$ cat src/rtl/hand_gesture_decider_if.sv
// Row-in / result-out bundle for the hand gesture decider.
// The slave modport is the decider; the master is the mask source and result consumer.
interface hand_gesture_decider_if #(parameter int WIDTH = 8);
    logic             row_valid;
    logic             row_ready;
    logic [WIDTH-1:0] row_data;
    logic             out_valid;
    logic             out_ready;
    logic [1:0]       gesture;
    logic [31:0]      sum;
    logic [31:0]      sum_left;
    logic [7:0]       leftmost;
    logic [7:0]       fingers;

    modport master (
        output row_valid, row_data, out_ready,
        input  row_ready, out_valid, gesture, sum, sum_left, leftmost, fingers
    );
    modport slave (
        input  row_valid, row_data, out_ready,
        output row_ready, out_valid, gesture, sum, sum_left, leftmost, fingers
    );
endinterface

$ cat src/rtl/hand_gesture_decider.sv
// Buffers one binary hand mask frame, accumulates pixel statistics, scans a vertical
// strip for finger crossings and reports a rock/paper/scissors decision.
module hand_gesture_decider #(
    parameter int LENGTH       = 8,
    parameter int WIDTH        = 8,
    parameter int LEFT         = 4,
    parameter int STRIP_OFFSET = 2,
    parameter int MIN_PIXELS   = 4
) (
    input logic clk,
    input logic rst,
    hand_gesture_decider_if.slave bus
);
    typedef enum logic [1:0] {IDLE, ACCUM, SCAN, DONE} state_t;

    localparam int AW    = (LENGTH > 1) ? $clog2(LENGTH) : 1;
    localparam int DEPTH = 1 << AW;
    localparam int CW    = (WIDTH > 1) ? $clog2(WIDTH) : 1;

    localparam logic [1:0] G_ROCK     = 2'b00;
    localparam logic [1:0] G_PAPER    = 2'b01;
    localparam logic [1:0] G_SCISSORS = 2'b10;
    localparam logic [1:0] G_NONE     = 2'b11;

    function automatic logic [31:0] popcount(input logic [WIDTH-1:0] r, input int n);
        logic [31:0] c;
        c = '0;
        for (int i = 0; i < n; i++) c = c + {31'b0, r[i]};
        return c;
    endfunction

    function automatic logic [7:0] lowest(input logic [WIDTH-1:0] r);
        logic [7:0] idx;
        idx = 8'(WIDTH);
        for (int i = WIDTH - 1; i >= 0; i--) if (r[i]) idx = 8'(i);
        return idx;
    endfunction

    function automatic logic [1:0] classify(input logic [7:0] f);
        if (f <= 8'd1)      return G_ROCK;
        else if (f <= 8'd3) return G_SCISSORS;
        else                return G_PAPER;
    endfunction

    state_t           state;
    logic [WIDTH-1:0] mem [DEPTH];
    logic [AW-1:0]    row_cnt, scan_idx;
    logic [31:0]      acc_sum, acc_left;
    logic [7:0]       acc_lm, fcnt;
    logic             prev_bit;
    logic [CW-1:0]    strip_col;

    logic             row_fire, last_row, scan_bit, scan_last;
    logic [31:0]      new_sum, new_left;
    logic [7:0]       row_lm, new_lm, new_f;
    logic [8:0]       lm_off;
    logic [CW-1:0]    clamp_col;

    assign row_fire  = bus.row_valid && bus.row_ready;
    assign last_row  = (row_cnt == AW'(LENGTH - 1));
    assign scan_last = (scan_idx == AW'(LENGTH - 1));
    assign new_sum   = acc_sum + popcount(bus.row_data, WIDTH);
    assign new_left  = acc_left + popcount(bus.row_data, LEFT);
    assign row_lm    = lowest(bus.row_data);
    assign new_lm    = (row_lm < acc_lm) ? row_lm : acc_lm;
    // Widened to 9 bits so leftmost=WIDTH plus the offset can never wrap past the clamp.
    assign lm_off    = {1'b0, new_lm} + 9'(STRIP_OFFSET);
    assign clamp_col = (lm_off > 9'(WIDTH - 1)) ? CW'(WIDTH - 1) : lm_off[CW-1:0];
    assign scan_bit  = mem[scan_idx][strip_col];
    assign new_f     = (scan_bit && !prev_bit && fcnt != 8'hFF) ? fcnt + 8'd1 : fcnt;

    always_ff @(posedge clk) begin
        if (row_fire) mem[row_cnt] <= bus.row_data;
    end

    always_ff @(posedge clk) begin
        if (rst) begin
            state         <= IDLE;
            bus.row_ready <= 1'b1;
            bus.out_valid <= 1'b0;
            bus.gesture   <= G_NONE;
            bus.sum       <= '0;
            bus.sum_left  <= '0;
            bus.leftmost  <= 8'(WIDTH);
            bus.fingers   <= '0;
            acc_sum       <= '0;
            acc_left      <= '0;
            acc_lm        <= 8'(WIDTH);
            fcnt          <= '0;
            prev_bit      <= 1'b0;
            row_cnt       <= '0;
            scan_idx      <= '0;
            strip_col     <= '0;
        end else begin
            case (state)
                IDLE, ACCUM: begin
                    if (row_fire) begin
                        acc_sum  <= new_sum;
                        acc_left <= new_left;
                        acc_lm   <= new_lm;
                        row_cnt  <= row_cnt + AW'(1);
                        state    <= ACCUM;
                        if (last_row) begin
                            row_cnt       <= '0;
                            bus.row_ready <= 1'b0;
                            if (new_sum < 32'(MIN_PIXELS)) begin
                                state         <= DONE;
                                bus.out_valid <= 1'b1;
                                bus.gesture   <= G_NONE;
                                bus.sum       <= new_sum;
                                bus.sum_left  <= new_left;
                                bus.leftmost  <= new_lm;
                                bus.fingers   <= '0;
                            end else begin
                                state     <= SCAN;
                                strip_col <= clamp_col;
                                scan_idx  <= '0;
                                fcnt      <= '0;
                                prev_bit  <= 1'b0;
                            end
                        end
                    end
                end
                SCAN: begin
                    prev_bit <= scan_bit;
                    fcnt     <= new_f;
                    scan_idx <= scan_idx + AW'(1);
                    if (scan_last) begin
                        state         <= DONE;
                        bus.out_valid <= 1'b1;
                        bus.gesture   <= classify(new_f);
                        bus.sum       <= acc_sum;
                        bus.sum_left  <= acc_left;
                        bus.leftmost  <= acc_lm;
                        bus.fingers   <= new_f;
                    end
                end
                DONE: begin
                    // Result registers hold until the next DONE entry; only the accumulators clear.
                    if (bus.out_ready) begin
                        state         <= IDLE;
                        bus.out_valid <= 1'b0;
                        bus.row_ready <= 1'b1;
                        acc_sum       <= '0;
                        acc_left      <= '0;
                        acc_lm        <= 8'(WIDTH);
                        fcnt          <= '0;
                        row_cnt       <= '0;
                    end
                end
                default: state <= IDLE;
            endcase
        end
    end
endmodule

$ cat src/flat_wrapper.sv
// flat-port wrapper written by rule: the top's interface ports become plain ports
module hand_gesture_decider_flat 
#(
    parameter int LENGTH       = 8,
    parameter int WIDTH        = 8,
    parameter int LEFT         = 4,
    parameter int STRIP_OFFSET = 2,
    parameter int MIN_PIXELS   = 4
)
  (clk, rst, bus_row_valid, bus_row_data, bus_out_ready, bus_row_ready, bus_out_valid, bus_gesture, bus_sum, bus_sum_left, bus_leftmost, bus_fingers);
  hand_gesture_decider_if #(.WIDTH(WIDTH)) bus_i ();
  input logic clk;
  input logic rst;
  input wire logic [$bits(bus_i.row_valid)-1:0] bus_row_valid;
  input wire logic [$bits(bus_i.row_data)-1:0] bus_row_data;
  input wire logic [$bits(bus_i.out_ready)-1:0] bus_out_ready;
  output wire logic [$bits(bus_i.row_ready)-1:0] bus_row_ready;
  output wire logic [$bits(bus_i.out_valid)-1:0] bus_out_valid;
  output wire logic [$bits(bus_i.gesture)-1:0] bus_gesture;
  output wire logic [$bits(bus_i.sum)-1:0] bus_sum;
  output wire logic [$bits(bus_i.sum_left)-1:0] bus_sum_left;
  output wire logic [$bits(bus_i.leftmost)-1:0] bus_leftmost;
  output wire logic [$bits(bus_i.fingers)-1:0] bus_fingers;
  assign bus_i.row_valid = bus_row_valid;
  assign bus_i.row_data = bus_row_data;
  assign bus_i.out_ready = bus_out_ready;
  assign bus_row_ready = bus_i.row_ready;
  assign bus_out_valid = bus_i.out_valid;
  assign bus_gesture = bus_i.gesture;
  assign bus_sum = bus_i.sum;
  assign bus_sum_left = bus_i.sum_left;
  assign bus_leftmost = bus_i.leftmost;
  assign bus_fingers = bus_i.fingers;
  hand_gesture_decider #(.LENGTH(LENGTH), .WIDTH(WIDTH), .LEFT(LEFT), .STRIP_OFFSET(STRIP_OFFSET), .MIN_PIXELS(MIN_PIXELS)) u_core (.clk(clk), .rst(rst), .bus(bus_i));
endmodule
$ cat config.mk
export PLATFORM = sky130hd
export DESIGN_NAME = hand_gesture_decider_flat
export DESIGN_NICKNAME = d
export VERILOG_FILES = /design/src/rtl/hand_gesture_decider_if.sv /design/src/rtl/hand_gesture_decider.sv /design/src/flat_wrapper.sv
export SDC_FILE = /design/constraint.sdc
export NUM_CORES = 1
export LEC_CHECK = 0
export CAP_MARGIN = 10
export CORE_MARGIN = 5
export CORE_UTILIZATION = 40
export CTS_CLUSTER_DIAMETER = 80
export DETAILED_ROUTE_END_ITERATION = 8
export SYNTH_ARGS = -nofsm -noshare
export SYNTH_HDL_FRONTEND = slang
export SYNTH_SLANG_ARGS = --single-unit
$ cat constraint.sdc
create_clock -name clk -period 5.9 [get_ports clk]
set_input_delay 1.18 -clock clk [delete_from_list [all_inputs] [get_ports clk]]
set_output_delay 1.18 -clock clk [all_outputs]
set_load 0.02 [all_outputs]
# Word-level counts from Yosys, hierarchy flattened
# Memory sizes are Yosys's and may differ from the RTL's. A register that Yosys moved wholly into a read port is not among the register bits.
# Cells that the tools add are included.
dict set report classes {
  n_mux 85
  n_reduce_logical 16
  bitwise 1
  n_eq_ne 12
  order_cmp 6
  n_addsub 13
}
# op count
set ops {}
lappend ops {{32-bit two-way mux} 11}
lappend ops {{32-bit one-hot mux with 2 select lines} 4}
lappend ops {{32-bit by 1-bit adder with 32-bit output} 6}
lappend ops {{8-bit two-way mux} 16}
lappend ops {{32-bit adder} 2}
lappend ops {{8-bit one-hot mux with 2 select lines} 3}
lappend ops {{32-bit by 3-bit less-than comparator with 1-bit output (second input constant)} 1}
lappend ops {{4-bit two-way mux} 8}
lappend ops {{3-bit two-way mux} 9}
lappend ops {{8-bit one-hot mux with 3 select lines} 1}
lappend ops {{2-bit two-way mux} 10}
lappend ops {{4-bit AND reduction} 4}
lappend ops {{1-bit two-way mux} 15}
lappend ops {{3-bit one-hot mux with 2 select lines} 2}
lappend ops {{5-bit AND reduction} 2}
lappend ops {{8-bit by 2-bit adder with 9-bit output (second input constant)} 1}
lappend ops {{9-bit by 3-bit greater-than comparator with 1-bit output (second input constant)} 1}
lappend ops {{8-bit by 1-bit adder with 8-bit output (second input constant)} 1}
lappend ops {{8-bit by 1-bit <= comparator with 1-bit output (second input constant)} 1}
lappend ops {{8-bit by 2-bit <= comparator with 1-bit output (second input constant)} 1}
lappend ops {{4-bit by 8-bit less-than comparator with 1-bit output} 1}
lappend ops {{2-bit by 1-bit != test with 1-bit output (second input constant)} 4}
lappend ops {{8-bit != test (second input constant)} 1}
lappend ops {{3-bit by 1-bit adder with 3-bit output (second input constant)} 2}
lappend ops {{18 further kinds} 26}
dict set report totals {
  mem_count 1
  ramBits 64
  wordCells 150
  ff_bits 176
}
# memory words width read_ports rd_ports_with_merged_regs write_ports line
set memory_table {}
lappend memory_table {u_core.mem 8 8 1 1 1 hand_gesture_decider.sv:46} ;# logic [WIDTH-1:0] mem [DEPTH];

# Longest topological paths before layout
# Gate-level depths: netlist of the first run.
dict set report depth {
  word_depth 15
  depth_mapped 21
  mapped_depth_nobuf 17
}

# Least setup slack after synthesis of the first run
# Ideal clock, no wire load.
dict set report synth_path {
  kind {input to register}
  start {input port bus_row_data[0]}
  end {register u_core.bus.leftmost[3]}
  path_buffers 1
  path_slack_ns 0.215
  required_time_ns 5.780
  arrival_ns 5.565
  cell_stages 17
  cell_sequence {ha_1 inv_1 fa_1 inv_1 ha_1 ha_1 ha_1 fa_1 a211oi_1 o21bai_2 mux2i_1 o31ai_1 nand3_1 or4_1 o21a_1 buf_2 a211o_1}
}
dict set report synth_via {
  elab_chain_cells 11
  word_cells_on_any_way 18
  cone_classes {add/sub (8); order compare (2); eq/ne (1); mux (6); reduce/logical (1)}
}
# element line
set synth_lines {}
lappend synth_lines {{start: declaration} flat_wrapper.sv:15} ;# input wire logic [$bits(bus_i.row_data)-1:0] bus_row_data;
lappend synth_lines {{1-bit by 1-bit adder with 2-bit output} hand_gesture_decider.sv:28} ;# for (int i = 0; i < n; i++) c = c + {31'b0, r[i]};
lappend synth_lines {{32-bit by 1-bit adder with 32-bit output (6 in series)} hand_gesture_decider.sv:28}
lappend synth_lines {{32-bit adder} hand_gesture_decider.sv:62} ;# assign new_sum = acc_sum + popcount(bus.row_data, WIDTH);
lappend synth_lines {{32-bit by 3-bit less-than comparator with 1-bit output} hand_gesture_decider.sv:106} ;# if (new_sum < 32'(MIN_PIXELS)) begin
lappend synth_lines {{2-bit by 1-bit != test with 1-bit output (no source line)} --}
lappend synth_lines {{5-bit AND reduction (no source line)} --}
lappend synth_lines {{end signal: assignment} hand_gesture_decider.sv:84} ;# bus.leftmost <= 8'(WIDTH);
lappend synth_lines {{end signal: assignment} hand_gesture_decider.sv:112} ;# bus.leftmost <= new_lm;
lappend synth_lines {{end signal: assignment} hand_gesture_decider.sv:134} ;# bus.leftmost <= acc_lm;
lappend synth_lines {{end: declaration} hand_gesture_decider_if.sv:21} ;# output row_ready, out_valid, gesture, sum, sum_left, leftmost, fingers
# Parallel ways exist; a longest one is shown, timed or not. The select of a mux whose other input is x is not followed.
# A chain may end at the register's enable or synchronous reset.

# Worst setup path after layout of the first run
dict set report layout_path {
  start {input port bus_row_data[0]}
  end {register u_core.bus.sum_left[1]}
}
dict set report layout_via {
  elab_chain_cells 11
  word_cells_on_any_way 16
  cone_classes {add/sub (9); order compare (1); eq/ne (1); mux (4); reduce/logical (1)}
}
# element line
set layout_lines {}
lappend layout_lines {{1-bit by 1-bit adder with 2-bit output *} hand_gesture_decider.sv:28}
lappend layout_lines {{32-bit by 1-bit adder with 32-bit output * (2 in series)} hand_gesture_decider.sv:28}
lappend layout_lines {{32-bit by 1-bit adder with 32-bit output (4 in series)} hand_gesture_decider.sv:28}
lappend layout_lines {{32-bit adder} hand_gesture_decider.sv:62}
lappend layout_lines {{32-bit by 3-bit less-than comparator with 1-bit output} hand_gesture_decider.sv:106}
lappend layout_lines {{2-bit by 1-bit != test with 1-bit output (no source line)} --}
lappend layout_lines {{5-bit AND reduction (no source line)} --}
lappend layout_lines {{end signal: assignment} hand_gesture_decider.sv:111} ;# bus.sum_left <= new_left;
lappend layout_lines {{end signal: assignment} hand_gesture_decider.sv:133} ;# bus.sum_left <= acc_left;
lappend layout_lines {{end: declaration} hand_gesture_decider_if.sv:21}
# Every way passes the cells marked *; elsewhere a longest branch is shown, timed or not. The select of a mux whose other input is x is not followed.

==> impl_results.md, run 1 <==
* Antenna-violating nets left at 0
* Number of global-route vias before repair at 10400
* Sequential share of the synthesized area at 43.4%
* Post-synthesis register bit count at 243
* Final Cycle Share at 97.1%
* GPL Wtd Cong at 0.846
* Metal-1 WL at 15.5 mm
* Tot GR Track Use at 18.5%
* CTS tree: yes
* Setup crit end kind: flip-flop
* Hold_sp: u_core.bus.leftmost[7]
* Wirelength per Cell at 17.3 microns
* Post-layout util at 49.2%
* WP data arrival at 6.11 ns
* Routed WL at 33.7 mm
* Peak VDD IR at 0.215 mV
* Clk sinks at 243
* Worst-margin pin slew at 1.06 ns
* Placed cell count at 1898
* Clock Latency Late Sink at 0.54 ns
* Post-Syn Area at 12700 sq um
* Setup TNS at 0 ns
* Period minus WS final at 5.73 ns
* Distinct cells, synth at 81
* Synthesized area per cell at 8.96 sq um
* Initial Utilization at 40.4%
* Port bufs at 95
* Crit-path leading delay family: adder cells
* Met3 WL post-DR at 1.36 mm
* Layout area overhead at 21.8%
* DPL Wire Length at 22.9 mm
* Initial antenna violation count at 0
* Grt ovf at 0
* TritonRoute pass-1 iters at 5
* CP most frequent cell: ha_1
* Buf+Inv Stages, Crit Path at 5
* Static leakage at 5.27 nW
* Chip Width at 188 microns
* First-pass GRT wire length at 54.6 mm
* Mapped Cells at 1416
* Synth Net Count at 1457
* Crit path required time at 6.29 ns
* Clock-pin slew on the worst setup and hold paths at 0.06 ns
* # diodes at 0
* Async set-or-reset flop fraction in the synthesized netlist at 0%
* Critical Path Source: bus_row_data[0]
* Setup violations, final at 0
* Worst Skew at 0.0165 ns
* Leading cell type in the layout, fill and taps excluded: nor2_1
* Nets at 1567
* Type of origin of the critical path: input port
* Total Power at 0.00414 W
* Final hold violation count at 0
* Vias/cell at 5.48
* Prevailing post-synth register cell: dfxtp_1
* Share of layout cells above drive strength 1 at 14.2%
* Highest Signal Layer: met4
* Clk buf depth at 3
* Worst path slowest cell: or4_1
* Max stage delay on crit path at 0.56 ns
* Slew headroom at 29.4%
* Reg2reg start: u_core.acc_sum[0]
* EDFF count, synth at 64
* Largest net degree at the start of global routing at 81
* CORE AREA at 31400 sq um
* Pre-CTS WS at -0.538 ns
* Num CTS Buffers at 27
* Maxcap violations at 0
* Vias at 10700
* Routed wl met2 at 16.2 mm
* H-tree levels at 1
* Standard-cell rows at 65
* Setup CP Type: input port to flip-flop
* Critical path cell sequence: clkdlybuf4s50_1, ha_1, inv_1, fa_1, inv_1, ha_1, ha_1, ha_1, ha_1, a211oi_1, o21a_1, or4_1, xor2_1, nand2_1, or4_4, o21ai_4, buf_12, buf_12, mux2i_1, nor2_1
* CTS root buf: clkbuf_16
* F_max at 175 MHz
* Die area at 35400 sq um
* Run status: complete, no violations
* DRC at 0
* Drt initial violations at 765
* Die height at 188 microns
* Worst-path fanout max at 16
* Slew Limit Fails at 0
* Top Ports at 96
* Most frequent cells in the layout: nor2_1 (217), dfxtp_1 (179), nand2_1 (135)
* Final WS setup at 0.173 ns
* Pwr/cell area at 268 nW/um^2
* Hold crit path type: flip-flop to flip-flop
* Non-filler cells in the finished layout at 1947
* Yosys warnings at 0
[sequential cells by signal, indices dropped and copies added, names as in the netlist, 8 cells and up, named ones only]
name,count
u_core.acc_left,32
u_core.acc_lm,8
u_core.acc_sum,32
u_core.bus.fingers,8
u_core.bus.leftmost,8
u_core.bus.sum,32
u_core.bus.sum_left,32
u_core.fcnt,8
u_core.mem,64
[cell type report]
| cell class | count | area (sq um) |
|---|---|---|
| well taps | 402 | 503 |
| multi-input cells | 1038 | 6660 |
| clock buffers | 33 | 728 |
| clock inverters | 15 | 204 |
| flip-flops and latches | 243 | 5510 |
| inverters | 33 | 124 |
| fillers | 2938 | 15900 |
| repair buffers | 183 | 1730 |
[worst paths after layout]
path | end | slack, ns | depth (start not counted)
worst max-delay path | u_core.bus.sum_left[1] | 0.17 | 20
worst min-delay path | u_core.bus.leftmost[7] | 0.45 | 2
worst max register to register | u_core.bus.sum_left[1] | 1.86 | 17
worst min register to register | u_core.bus.leftmost[7] | 0.45 | 2
[per-layer routing]
metal	vias up	track usage, %
met3	53	2.23
met4	0	4.07
met2	217	31.8
li1	5276	-
met1	5115	25.0
met5	-	0
[power by group]
part	leakage (nW)	switching (W)	internal, W
combinational	2.78	0.000338	0.000269
clock	0.460	0.000689	0.00109
sequential	2.02	0.0000203	0.00174
total	5.27	0.00105	0.00309
[through the flow]
| step | instance area (sq um) | hold WS, ns |
|---|---|---|
| floorplan | 12700 | 0.443 |
| global route | 15400 | 0.482 |
| finish | 15400 | 0.455 |
| detailed placement | 14400 | 0.450 |
| CTS | 15300 | 0.459 |
| global placement | 14400 | 0.444 |
[cell usage after synthesis, types with 4 or more instances]
master | number | area [sq um]
a31oi_1 | 13 | 81.3
nor2b_1 | 8 | 50.1
nor3_1 | 49 | 245
clkbuf_1 | 67 | 251
mux4_2 | 4 | 90.1
dfxtp_1 | 179 | 3580
xnor2_1 | 40 | 350
nand3_1 | 48 | 240
fa_1 | 5 | 100
nand4_1 | 13 | 81.3
mux2i_1 | 39 | 390
buf_4 | 8 | 60.1
o21ai_0 | 67 | 335
and2_1 | 9 | 56.3
xor2_1 | 38 | 333
nor4_1 | 12 | 75.1
nand2b_1 | 6 | 37.5
or2_2 | 4 | 25.0
ha_1 | 24 | 300
edfxtp_1 | 64 | 1920
nor2_1 | 218 | 818
or3_1 | 15 | 93.8
or4_1 | 9 | 67.6
buf_6 | 6 | 67.6
nand2_1 | 135 | 507
a22oi_1 | 43 | 323
a21oi_1 | 60 | 300
mux2_2 | 6 | 67.6
a22o_1 | 4 | 35.0
a211oi_1 | 23 | 173
a211oi_2 | 40 | 500
nand4b_1 | 5 | 43.8
o21bai_1 | 4 | 30.0
buf_2 | 18 | 90.1
a311oi_1 | 15 | 131
inv_1 | 33 | 124
and3_1 | 19 | 119
a21o_1 | 7 | 52.6
[repair_timing]
action	CTS	global route
buffers inserted	0	0
endpoints found under the setup margin	3	93
hold buffers	0	0
cloned	0	1
gates resized for setup	1	15
pin swaps	0	2
[cell families (layout without fill, tap and decap cells)]
| kind of cell | Yosys count | count (layout) | share of synthesized area (%) |
|---|---|---|---|
| simple gates | 574 | 574 | 21.1 |
| fa+ha+maj | 29 | 29 | 3.16 |
| flops | 243 | 243 | 43.4 |
| compound gates | 308 | 308 | 17.9 |
| buf+inv | 135 | 264 | 4.77 |
| xor+xnor | 78 | 78 | 5.39 |
| mux | 49 | 49 | 4.32 |
[tightest hold or removal path, stage by stage, from the launching register on]
cell and delay, ns:
dfxtp_1 0.31, nand2_1 0.05, a21oi_1 0.05
Note: power is estimated with default switching activity, not from simulation.
==> run 2: changes to the inputs <==
--- a/config.mk
+++ b/config.mk
@@ -6,6 +6,7 @@
 export NUM_CORES = 1
 export LEC_CHECK = 0
 export CAP_MARGIN = 10
+export CORE_ASPECT_RATIO = 1.2
 export CORE_MARGIN = 5
 export CORE_UTILIZATION = 40
 export CTS_CLUSTER_DIAMETER = 80
==> impl_results.md, run 2 (same netlist as run 1, synthesis figures left out) <==
* Setup CP Type: input port to flip-flop
* Share of layout cells above drive strength 1 at 14.7%
* Number of global-route vias before repair at 10500
* Worst path slowest cell: or4_4
* Routed WL at 34.7 mm
* CTS root buf: clkbuf_16
* Die height at 205 microns
* Static leakage at 5.31 nW
* Register area at 5510 sq um
* Critical path cell sequence: clkdlybuf4s50_1, ha_1, inv_1, fa_1, inv_1, ha_1, ha_1, ha_4, fa_2, a211oi_2, buf_4, o21bai_2, mux2i_1, o31ai_2, nand3_1, or4_4, o21ai_4, buf_4, clkbuf_16, nor2_1, a311oi_1
* Setup crit end kind: flip-flop
* Nets at 1578
* Placed Area at 14400 sq um
* Slew Limit Fails at 0
* Clk buf depth at 3
* F_max at 175 MHz
* Slew headroom at 41.5%
* Layout area overhead at 22.2%
* Worst Skew at 0.0167 ns
* Leading cell type in the layout, fill and taps excluded: nor2_1
* Worst-path fanout max at 24
* Non-filler cells in the finished layout at 1958
* Initial Utilization at 40.4%
* Pwr/cell area at 259 nW/um^2
* Clock-pin slew on the worst setup and hold paths at 0.06 ns
* Drt initial violations at 1036
* Top Ports at 96
* Maxcap violations at 0
* CORE AREA at 31400 sq um
* Worst-margin pin slew at 0.877 ns
* Setup violations, final at 0
* Wirelength per Cell at 17.7 microns
* Vias/cell at 5.45
* H-tree levels at 1
* Chip Width at 173 microns
* CTS tree: yes
* Antenna-violating nets left at 0
* Die area at 35400 sq um
* CP most frequent cell: ha_1
* Grt ovf at 0
* Post-layout util at 49.4%
* Port bufs at 95
* Most frequent cells in the layout: nor2_1 (217), dfxtp_1 (179), nand2_1 (135)
* Run status: complete, no violations
* Max reg flops at 64
* Num CTS Buffers at 26
* Crit-path leading delay family: adder cells
* DPL Wire Length at 23.1 mm
* Period minus WS final at 5.72 ns
* Filler cell count at 2940
* TritonRoute pass-1 iters at 5
* Hold crit path type: flip-flop to flip-flop
* Finished Cell Area at 15500 sq um
* Buf+Inv Stages, Crit Path at 6
* Final Cycle Share at 97.0%
* Clock Latency Late Sink at 0.55 ns
* Largest net degree at the start of global routing at 95
* Tot GR Track Use at 18.8%
* Total Power at 0.00401 W
* WP data arrival at 6.17 ns
* # diodes at 0
* Peak VDD IR at 0.190 mV
* Largest Register: u_core.mem
* Vias at 10700
* First-pass GRT wire length at 55.7 mm
* Placed cell count at 1902
* Crit path required time at 6.35 ns
* Type of origin of the critical path: input port
* Max stage delay on crit path at 0.57 ns
* DRC at 0
* Final hold violation count at 0
* GPL Wtd Cong at 0.874
* Standard-cell rows at 71
* Multi-input logic area at 6730 sq um
* Clk sinks at 243
* Cts hold-fix bufs at 0
* Initial antenna violation count at 0
-- run 2: worst paths after layout --
| path | from | endpoint | slack, ns | depth (start not counted) |
|---|---|---|---|---|
| setup / recovery | bus_row_data[1] | u_core.bus.sum[0] | 0.18 | 21 |
| hold / removal | u_core.bus.leftmost[5] | u_core.bus.leftmost[5] | 0.46 | 2 |
| setup reg to reg | u_core.acc_sum[0] | u_core.bus.sum[0] | 1.72 | 17 |
| hold reg to reg | u_core.bus.leftmost[5] | u_core.bus.leftmost[5] | 0.46 | 2 |
-- run 2: per-layer routing --
layer / share of wire (%) / track usage [%] / up-vias / routed length (microns)
met1: 45 / 24.6 / 5105 / 15600
met4: 2.4 / 5.41 / 0 / 840
met5: 0 / 0 / - / 0
met3: 3.5 / 2.75 / 51 / 1230
li1: - / - / 5311 / -
met2: 49 / 32.4 / 204 / 17000
-- run 2: layout make-up --
class,count,share of cell area (%)
clock buffers,44,5.03
multi-input cells,1039,43.4
clock inverters,4,0.379
well taps,401,3.24
flip-flops and latches,243,35.5
repair buffers,194,11.6
inverters,33,0.799
-- run 2: worst min-delay path: stages, from the launching register on --
cell     delay, ns
dfxtp_1       0.31
nand2_1       0.05
a21oi_1       0.05
-- run 2: where the power goes --
group / internal [W] / total [W] / switching, W
registers: 0.00174 / 0.00176 / 0.0000215
logic: 0.000293 / 0.000639 / 0.000347
clock network: 0.000941 / 0.00162 / 0.000676
total: 0.00297 / 0.00401 / 0.00104
-- run 2: through the flow --
stage / hold slack (ns) / setup TNS [ns] / worst slack (ns)
final: 0.458 / 0 / 0.177
after detailed placement: 0.450 / -41.87 / -0.520
after global placement: 0.441 / -33.11 / -0.422
after global routing: 0.467 / -0.0305 / -0.0141
after floorplan: 0.443 / 0 / 0.215
after CTS: 0.458 / 0 / 0.0207
-- run 2: timing repair --
action | CTS | global route
buffers inserted | 0 | 5
resized for setup | 0 | 22
endpoints found under the hold margin | 0 | 0
endpoints found under the setup margin | 0 | 100
